==> src/rtl/rtc_read_cycle.sv <==
// rtc_read_cycle: sequences one RTC data-phase read on the multiplexed bus.
// SETUP -> ASSERT (CS/RD low) -> SAMPLE (capture byte) -> HOLD -> RECOVER -> DONE.
//
// Ports:
//   clk      system clock, rising edge
//   reset    asynchronous active-low reset
//   start    request one read cycle (only honoured in IDLE)
//   rtc_din  RTC data bus from the pads
//   acs      RTC chip select, active low
//   ard      RTC read strobe, active low
//   awr      RTC write strobe, active low (always 1 here)
//   aad      address/data select, 1 = data phase (always 1 here)
//   bus_oe   data bus pad drive enable (always 0, bus released)
//   rdata    captured byte, stable until the next capture or reset
//   busy     high in every state except IDLE
//   done     one-cycle completion pulse
//
// Build option RTC_READ_SYNC_EN: rtc_din passes through a 2-flop synchronizer
// and ASSERT is stretched by 2 cycles to cover the synchronizer delay.
module rtc_read_cycle #(
  parameter int unsigned T_SETUP   = 10,
  parameter int unsigned T_ACCESS  = 10,
  parameter int unsigned T_HOLD    = 2,
  parameter int unsigned T_RECOVER = 10
) (
  input  logic       clk,
  input  logic       reset,
  input  logic       start,
  input  logic [7:0] rtc_din,
  output logic       acs,
  output logic       ard,
  output logic       awr,
  output logic       aad,
  output logic       bus_oe,
  output logic [7:0] rdata,
  output logic       busy,
  output logic       done
);

  // A zero duration is treated as one cycle.
  localparam int unsigned SETUP_N   = (T_SETUP   == 0) ? 1 : T_SETUP;
  localparam int unsigned HOLD_N    = (T_HOLD    == 0) ? 1 : T_HOLD;
  localparam int unsigned RECOVER_N = (T_RECOVER == 0) ? 1 : T_RECOVER;
`ifdef RTC_READ_SYNC_EN
  // ASSERT can reach 65 cycles, so the counter needs one extra bit.
  localparam int unsigned ACCESS_N  = ((T_ACCESS == 0) ? 1 : T_ACCESS) + 2;
  localparam int unsigned CNT_W     = 7;
`else
  localparam int unsigned ACCESS_N  = (T_ACCESS == 0) ? 1 : T_ACCESS;
  localparam int unsigned CNT_W     = 6;
`endif

  localparam logic [2:0] ST_IDLE    = 3'd0;
  localparam logic [2:0] ST_SETUP   = 3'd1;
  localparam logic [2:0] ST_ASSERT  = 3'd2;
  localparam logic [2:0] ST_SAMPLE  = 3'd3;
  localparam logic [2:0] ST_HOLD    = 3'd4;
  localparam logic [2:0] ST_RECOVER = 3'd5;
  localparam logic [2:0] ST_DONE    = 3'd6;

  localparam logic [CNT_W-1:0] SETUP_LAST   = CNT_W'(SETUP_N - 1);
  localparam logic [CNT_W-1:0] ACCESS_LAST  = CNT_W'(ACCESS_N - 1);
  localparam logic [CNT_W-1:0] HOLD_LAST    = CNT_W'(HOLD_N - 1);
  localparam logic [CNT_W-1:0] RECOVER_LAST = CNT_W'(RECOVER_N - 1);

  logic [2:0]       state, state_nx;
  logic [CNT_W-1:0] cnt, cnt_nx;
  logic             acs_nx, ard_nx, busy_nx, done_nx;
  logic [7:0]       rdata_nx;
  logic [7:0]       din_s;

  // The write path and pad driver are never used by a read cycle.
  assign awr    = 1'b1;
  assign bus_oe = 1'b0;
  assign aad    = 1'b1;

`ifdef RTC_READ_SYNC_EN
  logic [7:0] sync_q1, sync_q2;

  // Two-flop synchronizer on the asynchronous RTC data bus.
  always_ff @(posedge clk or negedge reset) begin
    if (!reset) begin
      sync_q1 <= 8'h00;
      sync_q2 <= 8'h00;
    end else begin
      sync_q1 <= rtc_din;
      sync_q2 <= sync_q1;
    end
  end
  assign din_s = sync_q2;
`else
  assign din_s = rtc_din;
`endif

  // State, phase counter and registered pin outputs.
  always_ff @(posedge clk or negedge reset) begin
    if (!reset) begin
      state <= ST_IDLE;
      cnt   <= '0;
      acs   <= 1'b1;
      ard   <= 1'b1;
      busy  <= 1'b0;
      done  <= 1'b0;
      rdata <= 8'h00;
    end else begin
      state <= state_nx;
      cnt   <= cnt_nx;
      acs   <= acs_nx;
      ard   <= ard_nx;
      busy  <= busy_nx;
      done  <= done_nx;
      rdata <= rdata_nx;
    end
  end

  // Next state, counter, and outputs decoded from the next state so the
  // registered pins line up with the state they belong to.
  always_comb begin
    state_nx = state;
    cnt_nx   = cnt + CNT_W'(1);
    acs_nx   = 1'b1;
    ard_nx   = 1'b1;
    busy_nx  = 1'b1;
    done_nx  = 1'b0;
    rdata_nx = rdata;

    case (state)
      ST_IDLE: begin
        cnt_nx = '0;
        if (start) state_nx = ST_SETUP;
      end
      ST_SETUP: begin
        if (cnt == SETUP_LAST) begin
          state_nx = ST_ASSERT;
          cnt_nx   = '0;
        end
      end
      ST_ASSERT: begin
        if (cnt == ACCESS_LAST) begin
          state_nx = ST_SAMPLE;
          cnt_nx   = '0;
        end
      end
      ST_SAMPLE: begin
        rdata_nx = din_s;
        state_nx = ST_HOLD;
        cnt_nx   = '0;
      end
      ST_HOLD: begin
        if (cnt == HOLD_LAST) begin
          state_nx = ST_RECOVER;
          cnt_nx   = '0;
        end
      end
      ST_RECOVER: begin
        if (cnt == RECOVER_LAST) begin
          state_nx = ST_DONE;
          cnt_nx   = '0;
        end
      end
      ST_DONE: begin
        state_nx = ST_IDLE;
        cnt_nx   = '0;
      end
      default: begin
        state_nx = ST_IDLE;
        cnt_nx   = '0;
      end
    endcase

    case (state_nx)
      ST_IDLE:              busy_nx = 1'b0;
      ST_ASSERT, ST_SAMPLE: begin
        acs_nx = 1'b0;
        ard_nx = 1'b0;
      end
      ST_HOLD:              acs_nx = 1'b0;
      ST_DONE:              done_nx = 1'b1;
      default: ;
    endcase
  end

endmodule

==> config.mk <==
export PLATFORM = sky130hd
export DESIGN_NAME = rtc_read_cycle
export DESIGN_NICKNAME = d
export VERILOG_FILES = /design/src/rtl/rtc_read_cycle.sv
export SDC_FILE = /design/constraint.sdc
export NUM_CORES = 1
export LEC_CHECK = 0
export ABC_AREA = 1
export CORE_AREA = 2 2 50 52
export DETAILED_ROUTE_END_ITERATION = 10
export DIE_AREA = 0 0 52 54
export PLACE_DENSITY = 0.82
export SLEW_MARGIN = 20
export SYNTH_ARGS = -nofsm -noshare
export SYNTH_HDL_FRONTEND = slang
export SYNTH_SLANG_ARGS = --single-unit
export TNS_END_PERCENT = 5
==> constraint.sdc <==
create_clock -name clk -period 1.6 [get_ports clk]
set_clock_uncertainty 0.05 [all_clocks]
set_input_delay 0.24 -clock clk [delete_from_list [all_inputs] [get_ports clk]]
set_output_delay 0.24 -clock clk [all_outputs]
set_load 0.01 [all_outputs]
==> metrics <==
status finished clean; CTS clock-pin slew for the worst setup and hold paths 0.11 ns; highest metal layer with signal wires met4; Num Clock Sinks 21; gr usage total 15.0%; die width 52 um; Post-synth EDFFs 0; Pwr Total 1.89 mW; register area share after synthesis 52.2%; critical path peak fanout 2; site row count 18; critical path class reg2out; antenna violations before repair 0; WHS 0.216 ns; synth top area cells dfrtp_1 47%, mux2_2 8.9%, dfstp_2 5.2%; Met1 Routed Length 736 um; Final min period 1.49 ns; DRC violation total after the first TritonRoute iteration 13; Met2 Routed Length 889 um; Post-synth top cells 19 x dfrtp_1, 12 x nand2_1, 10 x inv_1, 10 x nor2_1, 8 x mux2_2; area leader, netlist dfrtp_1; clk buf depth 2; Num CTS Buffers 3; IO buf count 22; Worst Path Required 1.31 ns; area share of the largest cell type after synthesis 47.0%; detailed-route via count 706; Max stage delay on crit path 0.54 ns; crit share post-route 93.0%; Root Buffer clkbuf_4; Antenna Nets Post-Route 0; top-count cell post-synth dfrtp_1; Core Area 2320 um^2; Antenna diodes 0; crit path DAT 1.20 ns; RSZ-0062 raised after global routing false; Layout area overhead 26.7%; Residual DRC 0; drt first pass iters 4; global-route wire length before repair 3000 um; postcts setup bufs 0; register bit count reported by yosys 21; Mapped Area 1010 um^2; detailed placement HPWL 1380 um; Final GP Congestion 0.774; crit path capture type output port; dominant synthesized flop cell dfrtp_1; Max-Cap Viols 0; Final Hold Fails 0; Via density 4.64; Cell variety after synth 22; H-tree level count 1; Peak VDD IR 0.641 mV; Worst Hold Class in2async; vias in the first global route 669; Worst setup SP type register; IO Pins 26; Die ar. 2810 um^2; CTS tree built; Worst-Skew Late Latency 0.30 ns; critical path's slowest cell clkdlybuf4s50_1; Setup TNS 0 ns; P per Cell Area 1480 nW/um^2; R2R setup slack 0.19 ns; Initial Util 43.6%; Met3 Wirelength 109 um; share of cells above drive strength 1 29.5%; Async SR Flop Fraction 100%; die height 54 um; largest net degree at the start of global routing 22; final WL 1770 um; Final setup violation count 0; maximum clock frequency 0.672 GHz; final slew viol count 0; CP Buf/Inv Count 1; post-layout utilization of the core 55.3%; Mapped Cells 97; syn_area_per_cell 10.4 um^2; gr ovfl total 0; Crit path max-delay family buffers and inverters; Leak 0.572 nW; YS warnings 0; wire per inst 11.7 um; Nets 136; crit-path cells clkdlybuf4s50_1
-- repair_timing --
action                     4_1_cts  5_1_grt
setup endpoints to repair        2        0
resized for setup                2        0
hold buffers                     0        0
-- final timing paths --
check                         start        to  depth (start not counted)
setup / recovery           rdata[1]  rdata[1]                          1
hold / removal                reset  rdata[0]                          2
setup reg to reg             cnt[1]    cnt[3]                          7
hold reg to reg              cnt[0]    cnt[0]                          1
max in group asynchronous     reset       acs                          2
min in group clk             cnt[0]    cnt[0]                          1
-- layout make-up --
class | instances | area (um^2)
Clock buffer | 4 | 26.3
Fill cell | 214 | 1040
Inverter | 14 | 55.1
Multi-Input combinational cell | 60 | 410
Sequential cell | 21 | 528
Tap cell | 30 | 37.5
Timing Repair Buffer | 23 | 225
-- stage by stage --
step | worst slack (ns) | std cells | instance area, um^2
after floorplan | 0.327 | 98 | 1020
after global placement | 0.261 | 148 | 1260
after detailed placement | 0.198 | 148 | 1260
after CTS | 0.104 | 152 | 1280
after global routing | 0.0477 | 152 | 1280
final | 0.112 | 152 | 1280
-- logic make-up (layout without fill, tap and decap cells) --
| logic type | count (synthesis) | in the layout | synth area share, % |
|---|---|---|---|
| buf+inv | 17 | 41 | 7.66 |
| simple gates | 41 | 41 | 22.5 |
| flops | 21 | 21 | 52.2 |
| compound gates | 4 | 4 | 3.83 |
| fa+ha+maj | 2 | 2 | 2.47 |
| xor+xnor | 2 | 2 | 1.73 |
| mux | 8 | 8 | 8.90 |
| other cells | 2 | 3 | 0.742 |
-- state kept, by name, summed over array words and instances, names as in the netlist --
register  flops
acs           1
ard           1
busy          1
cnt           6
done          1
rdata         8
state         3
-- routing by layer --
| layer | vias to the layer above | GRT usage, % |
|---|---|---|
| met5 | - | 0 |
| met2 | 19 | 26.4 |
| met4 | 0 | 7.89 |
| li1 | 346 | - |
| met1 | 336 | 16.8 |
| met3 | 5 | 3.61 |
-- report_power, final --
group / internal (mW) / switching (mW) / leakage (nW) / total [mW]
logic: 0.401 / 0.420 / 0.303 / 0.821
registers: 0.702 / 0.117 / 0.254 / 0.819
clock network: 0.0972 / 0.156 / 0.0150 / 0.253
total: 1.20 / 0.693 / 0.572 / 1.89
-- cells in the final DEF, fill, tap and decap left out, types with 4 or more instances in the layout --
| cell | Yosys | final |
|---|---|---|
| clkdlybuf4s50_1 | 0 | 20 |
| dfrtp_1 | 19 | 19 |
| nand2_1 | 12 | 12 |
| inv_1 | 10 | 10 |
| nor2_1 | 10 | 10 |
| mux2_2 | 8 | 8 |
| nor2_2 | 6 | 6 |
| nand3_2 | 4 | 4 |
| nand3_1 | 4 | 4 |
(Power assumes the default switching activity.)
